<file path="config.mk">
export PLATFORM = sky130hd
export DESIGN_NAME = multi_channel_timer
export DESIGN_NICKNAME = d
export VERILOG_FILES = /design/src/rtl/timer_pkg.sv /design/src/rtl/timer_channel.sv /design/src/rtl/multi_channel_timer.sv
export SDC_FILE = /design/constraint.sdc
export NUM_CORES = 1
export LEC_CHECK = 0
export ABC_AREA = 1
export CORE_AREA = 3 3 174 219
export CTS_BUF_LIST = sky130_fd_sc_hd__clkbuf_2
export DETAILED_ROUTE_END_ITERATION = 8
export DIE_AREA = 0 0 177 222
export PLACE_DENSITY = 0.85
export SYNTH_ARGS = -nofsm -noshare
export SYNTH_HDL_FRONTEND = slang
export SYNTH_SLANG_ARGS = --single-unit
</file>
<file path="constraint.sdc">
create_clock -name clk -period 6.75 [get_ports clk]
set_input_delay 1.0125 -clock clk [delete_from_list [all_inputs] [get_ports clk]]
set_output_delay 1.0125 -clock clk [all_outputs]
set_load 0.005 [all_outputs]
</file>
<file path="src/rtl/timer_pkg.sv">
// Shared encodings for the multi-channel timer: channel modes and channel FSM states.
package timer_pkg;

    localparam int STATE_W = 2;

    localparam logic [1:0] MODE_FREE     = 2'b00;
    localparam logic [1:0] MODE_PERIODIC = 2'b01;
    localparam logic [1:0] MODE_ONESHOT  = 2'b10;

    typedef enum logic [STATE_W-1:0] {
        ST_IDLE = 2'd0,
        ST_RUN  = 2'd1,
        ST_DONE = 2'd2
    } state_e;

    // The reserved encoding 11 behaves exactly like free-run.
    function automatic logic [1:0] decode_mode(input logic [1:0] m);
        return (m == 2'b11) ? MODE_FREE : m;
    endfunction

endpackage

</file>
<file path="src/rtl/timer_channel.sv">
// One timer channel: IDLE/RUN/DONE FSM, tick counter with compare, and a sticky interrupt.
module timer_channel
    import timer_pkg::*;
#(
    parameter int CNT_W = 32
) (
    input  logic             clk,
    input  logic             reset,
    input  logic             tick,
    input  logic             start,
    input  logic             stop,
    input  logic [1:0]       mode,
    input  logic [CNT_W-1:0] cmp_val,
    input  logic             irq_clr,
    output logic [CNT_W-1:0] count,
    output logic             running,
    output logic             irq
);

    state_e             state_q, state_d;
    logic [1:0]         mode_q, mode_d;
    logic [CNT_W-1:0]   cmp_q, cmp_d;
    logic [CNT_W-1:0]   count_q, count_d;
    logic               irq_q, irq_d;
    logic               running_q, running_d;
    logic [CNT_W-1:0]   nxt;
    logic               cmp_hit;
    logic               wrap;
    logic               irq_set;

    always_comb begin
        state_d = state_q;
        mode_d  = mode_q;
        cmp_d   = cmp_q;
        count_d = count_q;
        irq_set = 1'b0;
        nxt     = count_q + CNT_W'(1);
        wrap    = (count_q == '1);
        // A zero compare can only be reached by wrapping, which must not count as a match.
        cmp_hit = (cmp_q != '0) && (nxt == cmp_q);

        if (stop) begin
            if (state_q == ST_RUN) begin
                state_d = ST_IDLE;
            end
        end else if (start) begin
            count_d = '0;
            mode_d  = mode;
            cmp_d   = cmp_val;
            state_d = ST_RUN;
        end else if (tick && (state_q == ST_RUN)) begin
            case (decode_mode(mode_q))
                MODE_PERIODIC: begin
                    if (cmp_hit) begin
                        count_d = '0;
                        irq_set = 1'b1;
                    end else begin
                        count_d = nxt;
                    end
                end
                MODE_ONESHOT: begin
                    if (cmp_hit) begin
                        count_d = cmp_q;
                        irq_set = 1'b1;
                        state_d = ST_DONE;
                    end else begin
                        count_d = nxt;
                    end
                end
                default: begin
                    count_d = nxt;
                    irq_set = wrap;
                end
            endcase
        end

        irq_d     = irq_set | (irq_q & ~irq_clr);
        running_d = (state_d == ST_RUN);
    end

    always_ff @(posedge clk) begin
        if (reset) begin
            state_q   <= ST_IDLE;
            mode_q    <= MODE_FREE;
            cmp_q     <= '0;
            count_q   <= '0;
            irq_q     <= 1'b0;
            running_q <= 1'b0;
        end else begin
            state_q   <= state_d;
            mode_q    <= mode_d;
            cmp_q     <= cmp_d;
            count_q   <= count_d;
            irq_q     <= irq_d;
            running_q <= running_d;
        end
    end

    assign count   = count_q;
    assign running = running_q;
    assign irq     = irq_q;

endmodule

</file>
<file path="src/rtl/multi_channel_timer.sv">
// Shared prescaler producing a one-clock tick every PRESC_DIV cycles, fanned out to N_CH
// independent timer channels.
module multi_channel_timer
    import timer_pkg::*;
#(
    parameter int PRESC_DIV = 80000000,
    parameter int N_CH      = 4,
    parameter int CNT_W     = 32
) (
    input  logic                  clk,
    input  logic                  reset,
    input  logic [N_CH-1:0]       start,
    input  logic [N_CH-1:0]       stop,
    input  logic [2*N_CH-1:0]     mode,
    input  logic [CNT_W*N_CH-1:0] cmp_val,
    input  logic [N_CH-1:0]       irq_clr,
    output logic [CNT_W*N_CH-1:0] count,
    output logic [N_CH-1:0]       running,
    output logic [N_CH-1:0]       irq,
    output logic                  tick
);

    localparam int                 PRESC_W   = $clog2(PRESC_DIV);
    localparam logic [PRESC_W-1:0] PRESC_MAX = PRESC_W'(PRESC_DIV - 1);

    logic [PRESC_W-1:0] presc_q, presc_d;
    logic               tick_q, tick_d;

    always_comb begin
        presc_d = (presc_q == PRESC_MAX) ? '0 : presc_q + PRESC_W'(1);
        tick_d  = (presc_q == PRESC_MAX);
    end

    always_ff @(posedge clk) begin
        if (reset) begin
            presc_q <= '0;
            tick_q  <= 1'b0;
        end else begin
            presc_q <= presc_d;
            tick_q  <= tick_d;
        end
    end

    assign tick = tick_q;

    // Channels see the registered tick, so counting happens in the cycle where tick is high.
    for (genvar i = 0; i < N_CH; i++) begin : g_ch
        timer_channel #(
            .CNT_W (CNT_W)
        ) u_ch (
            .clk     (clk),
            .reset   (reset),
            .tick    (tick_q),
            .start   (start[i]),
            .stop    (stop[i]),
            .mode    (mode[2*i +: 2]),
            .cmp_val (cmp_val[CNT_W*i +: CNT_W]),
            .irq_clr (irq_clr[i]),
            .count   (count[CNT_W*i +: CNT_W]),
            .running (running[i]),
            .irq     (irq[i])
        );
    end

endmodule
</file>
[Word-level counts from Yosys, hierarchy flattened]
Index checks and enable logic that the tools add are counted.
Widths: inputs -> output; s select.
Word-level totals
  bits in registers: 308
  latch bits: 0
  memory bits (writable): 0
  bits in read-only memories: 0
  input port bits: 150
  output and inout bits: 137
  word-level logic and storage cells: 173
  memories kept: 0
Operators by class
  add/sub/neg operators: 5
  multiply operators: 0
  divide/modulo/power cells: 0
  magnitude comparators: 0
  eq/ne operators: 29
  shift operators: 0
  mux-type cells: 68
  bitwise gates (word level): 16
  reductions and logical operators: 29
Operators with widths (count)
  $mux 32: 16
  $pmux 32 s2: 4
  $add 32x1->32 const B: 4
  $eq 32x32->1: 4
  $eq 32x32->1 const B: 4
  $reduce_bool 32->1: 4
  $mux 2: 28
  $add 27x1->27 const B: 1
  $eq 27x27->1 const B: 1
  $eq 2x1->1 const B: 12
  $mux 1: 20
  $eq 2x2->1 const B: 8
  $reduce_and 2->1: 8
  $reduce_or 2->1: 5
  $logic_and 1x1->1: 8
  $not 1->1: 8
  $reduce_bool 2->1: 4
  $and 1x1->1: 4
  $or 1x1->1: 4

[Longest topological paths before layout]
Gate-level depths: netlist of run 1.
  depth in word-level cells: 9
  depth in mapped cells: 20
  depth with buffers taken out: 20

[Hierarchy]
A second synthesis of run 1 with hierarchy kept.
Unflattened totals
  cell total of the unflattened synthesis: 3955
  area total of the unflattened synthesis: 22586.7 um^2
Modules (own cells, without submodules)
  timer_channel: instances 4, cells each 933, area each 5285.1 um^2, sequential area each 1401.3 um^2
  multi_channel_timer: instances 1, cells each 223, area each 1446.4 um^2, sequential area each 560.5 um^2

[Least setup slack after synthesis of run 1]
Ideal clock, no wire load.
  path kind: reg2reg
  start point: register g_ch[3].u_ch.count_q[0]
  end point: register g_ch[3].u_ch.count_q[19]
  library setup time: 132 ps
  arrival: 2289 ps
  required time: 6618 ps
  slack: 4329 ps
  cell stages (with the launch flop): 20
  path through: dfxtp_1 -> ha_1 -> nand2_1 -> nor2_2 -> nand2_2 -> nor2_4 -> nand2_1 -> nand2_1 -> nand2_1 -> nand2_1 -> nand2_1 -> nor2_1 -> nand2_1 -> nor2_1 -> nand3_2 -> buf_2 -> nand3_1 -> nand3_1 -> nand2_1 -> a21oi_1
Between the ends
  word-level cells in the longest chain between the ends: 7
Ends and longest elaborated chain
  start, declared: RTL line timer_channel.sv:23  | logic [CNT_W-1:0] count_q, count_d;
  start signal, assigned: RTL line timer_channel.sv:93  | count_q <= count_d;
  $add 32x1->32 (*): RTL line timer_channel.sv:37  | nxt = count_q + CNT_W'(1);
  $eq 32x32->1: RTL line timer_channel.sv:40  | cmp_hit = (cmp_q != '0) && (nxt == cmp_q);
  $logic_and 1x1->1: RTL line timer_channel.sv:40
  $mux 32 (on tied branches): RTL line timer_channel.sv:62, timer_channel.sv:54
  $pmux 32 s2 (*): RTL line timer_channel.sv:52  | case (decode_mode(mode_q))
  $mux 32 (*): RTL line timer_channel.sv:51  | end else if (tick && (state_q == ST_RUN)) begin
  $mux 32 (*): RTL line timer_channel.sv:46  | end else if (start) begin
Every way passes the cells marked *; elsewhere a longest branch is shown, timed or not. The select of a mux whose other input is x is not followed.
A chain may end at the register's enable or synchronous reset.

[Worst setup path in the final report of run 1]
  start point: register g_ch[2].u_ch.count_q[0]
  end point: register g_ch[2].u_ch.running_q
Between the ends
  word-level cells in the longest chain between the ends: 9
Ends and longest elaborated chain
  start, declared: RTL line timer_channel.sv:23
  start signal, assigned: RTL line timer_channel.sv:93
  $add 32x1->32: RTL line timer_channel.sv:37
  $eq 32x32->1: RTL line timer_channel.sv:40
  $logic_and 1x1->1: RTL line timer_channel.sv:40
  $mux 2: RTL line timer_channel.sv:62  | if (cmp_hit) begin
  $mux 2: RTL line timer_channel.sv:52
  $mux 2: RTL line timer_channel.sv:51
  $mux 2: RTL line timer_channel.sv:46
  $mux 2: RTL line timer_channel.sv:42  | if (stop) begin
  $eq 2x1->1: RTL line timer_channel.sv:78  | running_d = (state_d == ST_RUN);
  end signal, assigned: RTL line timer_channel.sv:95  | running_q <= running_d;
  end, declared: RTL line timer_channel.sv:25  | logic running_q, running_d;
No other way between the ends.

==> results.cfg, run 1 <==
[final_layout]
final_cells = 4551
area_delta_synth_final_pct = 17.05
fill_cells = 3443
layout-drive-gt1-share_pct = 5.603
num-nets-final = 4180
final_area_um2 = 25300

[timing]
hold_violations = 0
maxSlewHeadroom_pct = 34.97
worst_slack_ps = 3092
worst_slew_pin_slew_ps = 975.5
clock-skew-final_ps = 77.72
period_minus_slack_ps = 3658
fin_setup_tns_ps = 0
final.period_utilization_pct = 54.19
drv_slew = 0
finalSetupViolCount = 0
whs_ps = 468.3
fmax_mhz = 273.4
rsz0062_at_grt = no

[power_and_ir_drop]
powerDensity_nw_per_um2 = 150.3
power_leakage_uw = 0.01068
peakVddDrop_mv = 0.1165

[worst_setup_path]
r2r-start = g_ch[2].u_ch.count[0]
crit_required_ps = 7560
crit_arrival_ps = 4470
end_kind = flop
cpMostUsedCell = nand2_1
critPathMaxFanout = 34
worst_path_max_delay_cell = nand3_2
path_delay_family = simple AND/OR/NAND/NOR gates
critPathMaxStageDelay_ps = 670
critPathKind = flop to flop
startpoint_type = flop
crit_path_start = g_ch[2].u_ch.count[0]
crit_buf_inv = 2
path_cells = ha_1, nand2_1, nor2_4, nand3_1, inv_1, nand4_1, nand3_1, nand2_1, inv_1, nand3_1, nor2_1, nand3_2, nor2_1, nand2_1, nand2_1, nand2_1, nand2_1, nor2_1

[cts]
clockRootBuffer = clkbuf_2
htreeDepth = 3
clk-insertion-delay-late_ps = 990
clockBufferDepth = 3
cts.sinks = 308
ctsHoldBuffers = 0
postCtsSetupBuffers = 0
cts_tree = yes
numCtsBuffers = 79
cts.clk_slew.worst_paths_ps = 110
cts-resized-gates = 0

[yosys]
postSynthCellCount = 3779
synth-seq-cells = 308
synth_top_area_cell = dfxtp_1
synth-async-reset-ratio_pct = 0
yosysWarnings = 0
synth_commonest_cells = nand2_1 (1177), nand3_1 (474), inv_1 (450), nor2_1 (439), dfxtp_1 (308)
ys.flop_type = dfxtp_1
seq_area_frac_synth_pct = 28.53
synth_nets = 3942
avgSynthCellArea_um2 = 5.720
synth_area_um2 = 21610
synth_cell_types = 43
synth_top_area_share_pct = 28.53
synth_area_leaders = dfxtp_1 (29%), nand2_1 (20%), nand3_1 (11%)
synth_most_common_cell = nand2_1
synth_edf_count = 0

[global_routing]
grt_pass1_vias = 22810
met1_usage_pct = 42.73
grt_usage_pct = 34.14
antenna_found_initial = 3
met3_usage_pct = 6.578
grt_max_degree = 98
top_usage_layer = met2
grt_pass1_wl_um = 111200
use_met2_pct = 56.26
overflow = 0

[outcome]
status = completed

[drt]
dr.first_iter.drc_count = 2129
ant_nets = 0
drc = 0
drtPass1Iterations = 7
wl_per_cell_um = 15.25
vias = 24970
wl_um = 69410
vias_per_cell = 5.486

[placement]
gp_congestion = 1.013
dp.cells = 4416
dp_slack_ps = 3162
placed_area_um2 = 24620
portBuffers = 286
place_hpwl_um = 49910

[floorplan]
initial_utilization_pct = 59.70
core_area_um2 = 36210
rows = 78
die_h_um = 222
die-area_um2 = 39290
fp.dieW_um = 177
io_pins = 287

[flow_run]
maxCapViolCount = 0

[hold_path]
hold_path.class = input pin to flop
hp-start = reset
==> logic make-up after synthesis <==
group	synth area share, %
AO/OA/AOI/OAI	12.87
XOR/XNOR	2.090
adder cells (fa/ha/maj)	0.7526
buffers and inverters	10.99
flip-flops	28.53
AND/OR/NAND/NOR	44.78
==> placed cells by master, fill, tap and decap left out, types with 18 or more instances in the layout <==
master / count
inv_1: 449
nor3_1: 19
buf_4: 25
nor2_2: 26
nor2_4: 18
nand4_1: 26
nand3b_1: 38
dfxtp_1: 308
nand3_1: 474
clkdlybuf4s50_1: 285
nor2_1: 435
clkbuf_2: 117
nand2_1: 1177
o21ai_0: 255
a21oi_1: 274
==> layer usage <==
metal | vias up | share of wire [%] | wire (µm)
met5 | - | 0.017 | 12
met4 | 2 | 4.3 | 3014
met3 | 213 | 8.6 | 6001
met2 | 1108 | 46 | 31880
met1 | 11110 | 41 | 28500
li1 | 12540 | - | -
==> worst paths after layout <==
path	end	slack (ps)	cells past startpoint
worst max-delay path	g_ch[2].u_ch.running	3090	18
worst min-delay path	g_ch[0].u_ch.count[20]	470	2
worst max register to register	g_ch[2].u_ch.running	3090	18
worst min register to register	presc_q[0]	470	1
==> worst reg2reg max path, stage by stage (launching register included) <==
cell     delay, ps
dfxtp_1        480
ha_1           280
nand2_1        140
nor2_4         180
nand3_1        260
inv_1          200
nand4_1        140
nand3_1        100
nand2_1         70
inv_1           50
nand3_1         70
nor2_1         160
nand3_2        670
nor2_1         370
nand2_1        100
nand2_1         70
nand2_1         60
nand2_1        110
nor2_1          40
==> registers in the layout, indices dropped and copies added, names as in the netlist <==
name	cells
g_ch.u_ch.irq	4
g_ch.u_ch.state_q	8
g_ch.u_ch.running	4
g_ch.u_ch.mode_q	8
presc_q	27
g_ch.u_ch.count	128
g_ch.u_ch.cmp_q	128
tick	1
==> per-stage QoR <==
step,power [µW],utilization (%)
5_1_grt,3998,69.88
6_report,3802,69.88
3_5_place_dp,2544,68.01
2_1_floorplan,2322,-
3_3_place_gp,2539,68.01
4_1_cts,3819,69.86
==> power breakdown <==
group	internal [µW]	total [µW]	leakage, µW	switching, µW
Combinational	231	592	0.00764	360
Sequential	1870	1920	0.00251	50.4
Clock	491	1290	0.000529	794
==> final cells by class <==
type                    count  area, µm²  share of cell area [%]
clock inverters            16      86.33                  0.3412
well taps                 480      600.6                   2.374
flip-flops and latches    308       6166                   24.37
diodes                      2      5.005                 0.01978
clock buffers             117      585.6                   2.314
multi-input cells        2857      13080                   51.71
inverters                 461       1733                   6.849
repair buffers            310       3040                   12.02
No activity file was read; power rests on OpenSTA's default activity.
==> inputs of run 2 (changes only) <==
--- a/config.mk
+++ b/config.mk
@@ -6,11 +6,11 @@
 export NUM_CORES = 1
 export LEC_CHECK = 0
 export ABC_AREA = 1
-export CORE_AREA = 3 3 174 219
+export CORE_AREA = 3 3 177 222
 export CTS_BUF_LIST = sky130_fd_sc_hd__clkbuf_2
 export DETAILED_ROUTE_END_ITERATION = 8
-export DIE_AREA = 0 0 177 222
-export PLACE_DENSITY = 0.85
+export DIE_AREA = 0 0 180 225
+export PLACE_DENSITY = 0.83
 export SYNTH_ARGS = -nofsm -noshare
 export SYNTH_HDL_FRONTEND = slang
 export SYNTH_SLANG_ARGS = --single-unit
==> constraint.sdc (replaced) <==
create_clock -name clk -period 3.4 [get_ports clk]
set_input_delay 0.51 -clock clk [delete_from_list [all_inputs] [get_ports clk]]
set_output_delay 0.51 -clock clk [all_outputs]
set_load 0.005 [all_outputs]
==> results.cfg, run 2 (synthesis gave the netlist of run 1 again) <==
[global_routing]
grt_usage_pct = 33.12
grt_max_degree = 144
grt_pass1_wl_um = 112700
grt_pass1_vias = 23010
overflow = 0
antenna_found_initial = 1

[drt]
vias_per_cell = 5.413
dr.first_iter.drc_count = 1910
drc = 0
vias = 24930
wl_per_cell_um = 15.07
drtPass1Iterations = 6
ant_nets = 0
wl_um = 69390

[floorplan]
io_pins = 287
rows = 79
fp.dieW_um = 180
core_area_um2 = 37260
initial_utilization_pct = 58.00
die-area_um2 = 40500
die_h_um = 225

[outcome]
status = completed

[power_and_ir_drop]
p_total_uw = 7649
power_leakage_uw = 0.01088
peakVddDrop_mv = 0.2080
powerDensity_nw_per_um2 = 297.9

[worst_setup_path]
crit_required_ps = 4230
timing.rr.end = g_ch[0].u_ch.count[0]
reg2reg_depth = 19
path_delay_family = simple AND/OR/NAND/NOR gates
crit_arrival_ps = 3830
crit_buf_inv = 3
r2r-start = g_ch[0].u_ch.count[1]
worst_path_max_delay_cell = dfxtp_1
crit_path_start = g_ch[0].u_ch.count[1]
critPathKind = flop to flop
startpoint_type = flop
end_kind = flop
cpMostUsedCell = nand2_1
critPathMaxStageDelay_ps = 420
path_cells = ha_1, nand2_2, nor2_8, nand2_4, nor2_4, nand2_1, clkinv_1, nand2_1, nand3_1, nand2_1, inv_1, nand2_1, nor2_1, nand3_2, buf_4, nand3_1, nand3_1, nand2_1, a21oi_1
rrSetupSlack_ps = 390
critPathMaxFanout = 12

[timing]
fin_setup_tns_ps = 0
rsz0062_at_grt = no
worst_slew_pin_slew_ps = 818.9
fmax_mhz = 332.7
drv_slew = 0
final.period_utilization_pct = 88.41
finalSetupViolCount = 0
clock-skew-final_ps = 87.26
period_minus_slack_ps = 3006
maxSlewHeadroom_pct = 45.40
hold_violations = 0

[final_layout]
layout-drive-gt1-share_pct = 6.217
layout_common_cells = nand2_1 (1177), nand3_1 (474), inv_1 (449)
fill_cells = 3547
num-nets-final = 4218
area_delta_synth_final_pct = 18.80
final_common_cell = nand2_1

[hold_path]
whs_path_depth = 3
hp-start = cmp_val[85]
whs_endpoint = g_ch[2].u_ch.cmp_q[21]
hold_path.class = input pin to flop

[cts]
htreeDepth = 3
cts_tree = yes
cts-resized-gates = 0
numCtsBuffers = 80
clockRootBuffer = clkbuf_2
clk-insertion-delay-late_ps = 1030
clockBufferDepth = 3
cts.clk_slew.worst_paths_ps = 110
cts.sinks = 308

[flow_run]
maxCapViolCount = 0

[placement]
portBuffers = 286
gp_congestion = 1.003
place_hpwl_um = 50260
==> run 2: cell count changes in the layout (fill, tap and decap cells not counted), sizes merged <==
cell | previous run | this run
clkinv | 17 | 37
buf | 25 | 55
diode | 2 | 1
dlygate4sd3 | 0 | 7
clkbuf | 117 | 107
inv | 459 | 461
==> run 2: stage by stage <==
stage	std cells	util, %	area (µm²)	hold slack (ps)	setup WS [ps]
after floorplan	3779	-	21610	429.5	978.7
after global placement	4452	66.80	24890	441.2	496.5
after detailed placement	4452	66.80	24890	448.2	484.5
after CTS	4604	68.90	25680	0.2828	425.5
after global routing	4605	68.91	25680	71.53	102.6
final	4605	68.91	25680	78.11	394.1
==> run 2: power breakdown <==
part | switching, µW | leakage, µW | total, µW | internal [µW]
Combinational | 720 | 0.00783 | 1200 | 482
Clock | 1680 | 0.000541 | 2630 | 946
Sequential | 96.3 | 0.00251 | 3820 | 3720
Total | 2500 | 0.0109 | 7650 | 5150
==> run 2: routing by layer <==
layer	up-vias	routed length [µm]	global-route usage (%)	part of all wire, %
met5	-	0	0	0
met4	0	2740	15.03	3.9
met3	191	5292	5.521	7.6
met2	988	32460	56.49	47
met1	11130	28900	41.23	42
li1	12620	-	-	-
==> run 2: how the worst max path moves through the flow <==
stage | endpoint | slack [ps] | cells past startpoint
after global routing | g_ch[0].u_ch.count[11] | 100 | 19
final | g_ch[0].u_ch.count[0] | 390 | 19
after floorplan | g_ch[3].u_ch.count[19] | 980 | 19
after CTS | g_ch[0].u_ch.count[0] | 430 | 19
after detailed placement | g_ch[0].u_ch.count[20] | 480 | 19
after global placement | g_ch[0].u_ch.count[16] | 500 | 19
==> run 2: area by class of cell <==
type,instances,area (µm²),share of cell area [%]
repair buffers,347,3373,13.14
clock inverters,38,176.4,0.6870
flip-flops and latches,308,6166,24.01
clock buffers,107,535.5,2.085
diodes,1,2.502,0.009745
multi-input cells,2857,13080,50.95
well taps,486,608.1,2.368
inverters,461,1733,6.749
==> run 2: repair_timing <==
action / in CTS / in global routing
endpoints found under the hold margin: 7 / 0
buffers inserted: 0 / 0
hold buffers: 7 / 0
endpoints found under the setup margin: 0 / 0
==> run 2: worst min-delay path, stage by stage <==
cell	delay, ps
clkdlybuf4s50_1	400
nor2_1	100
nor2_1	50
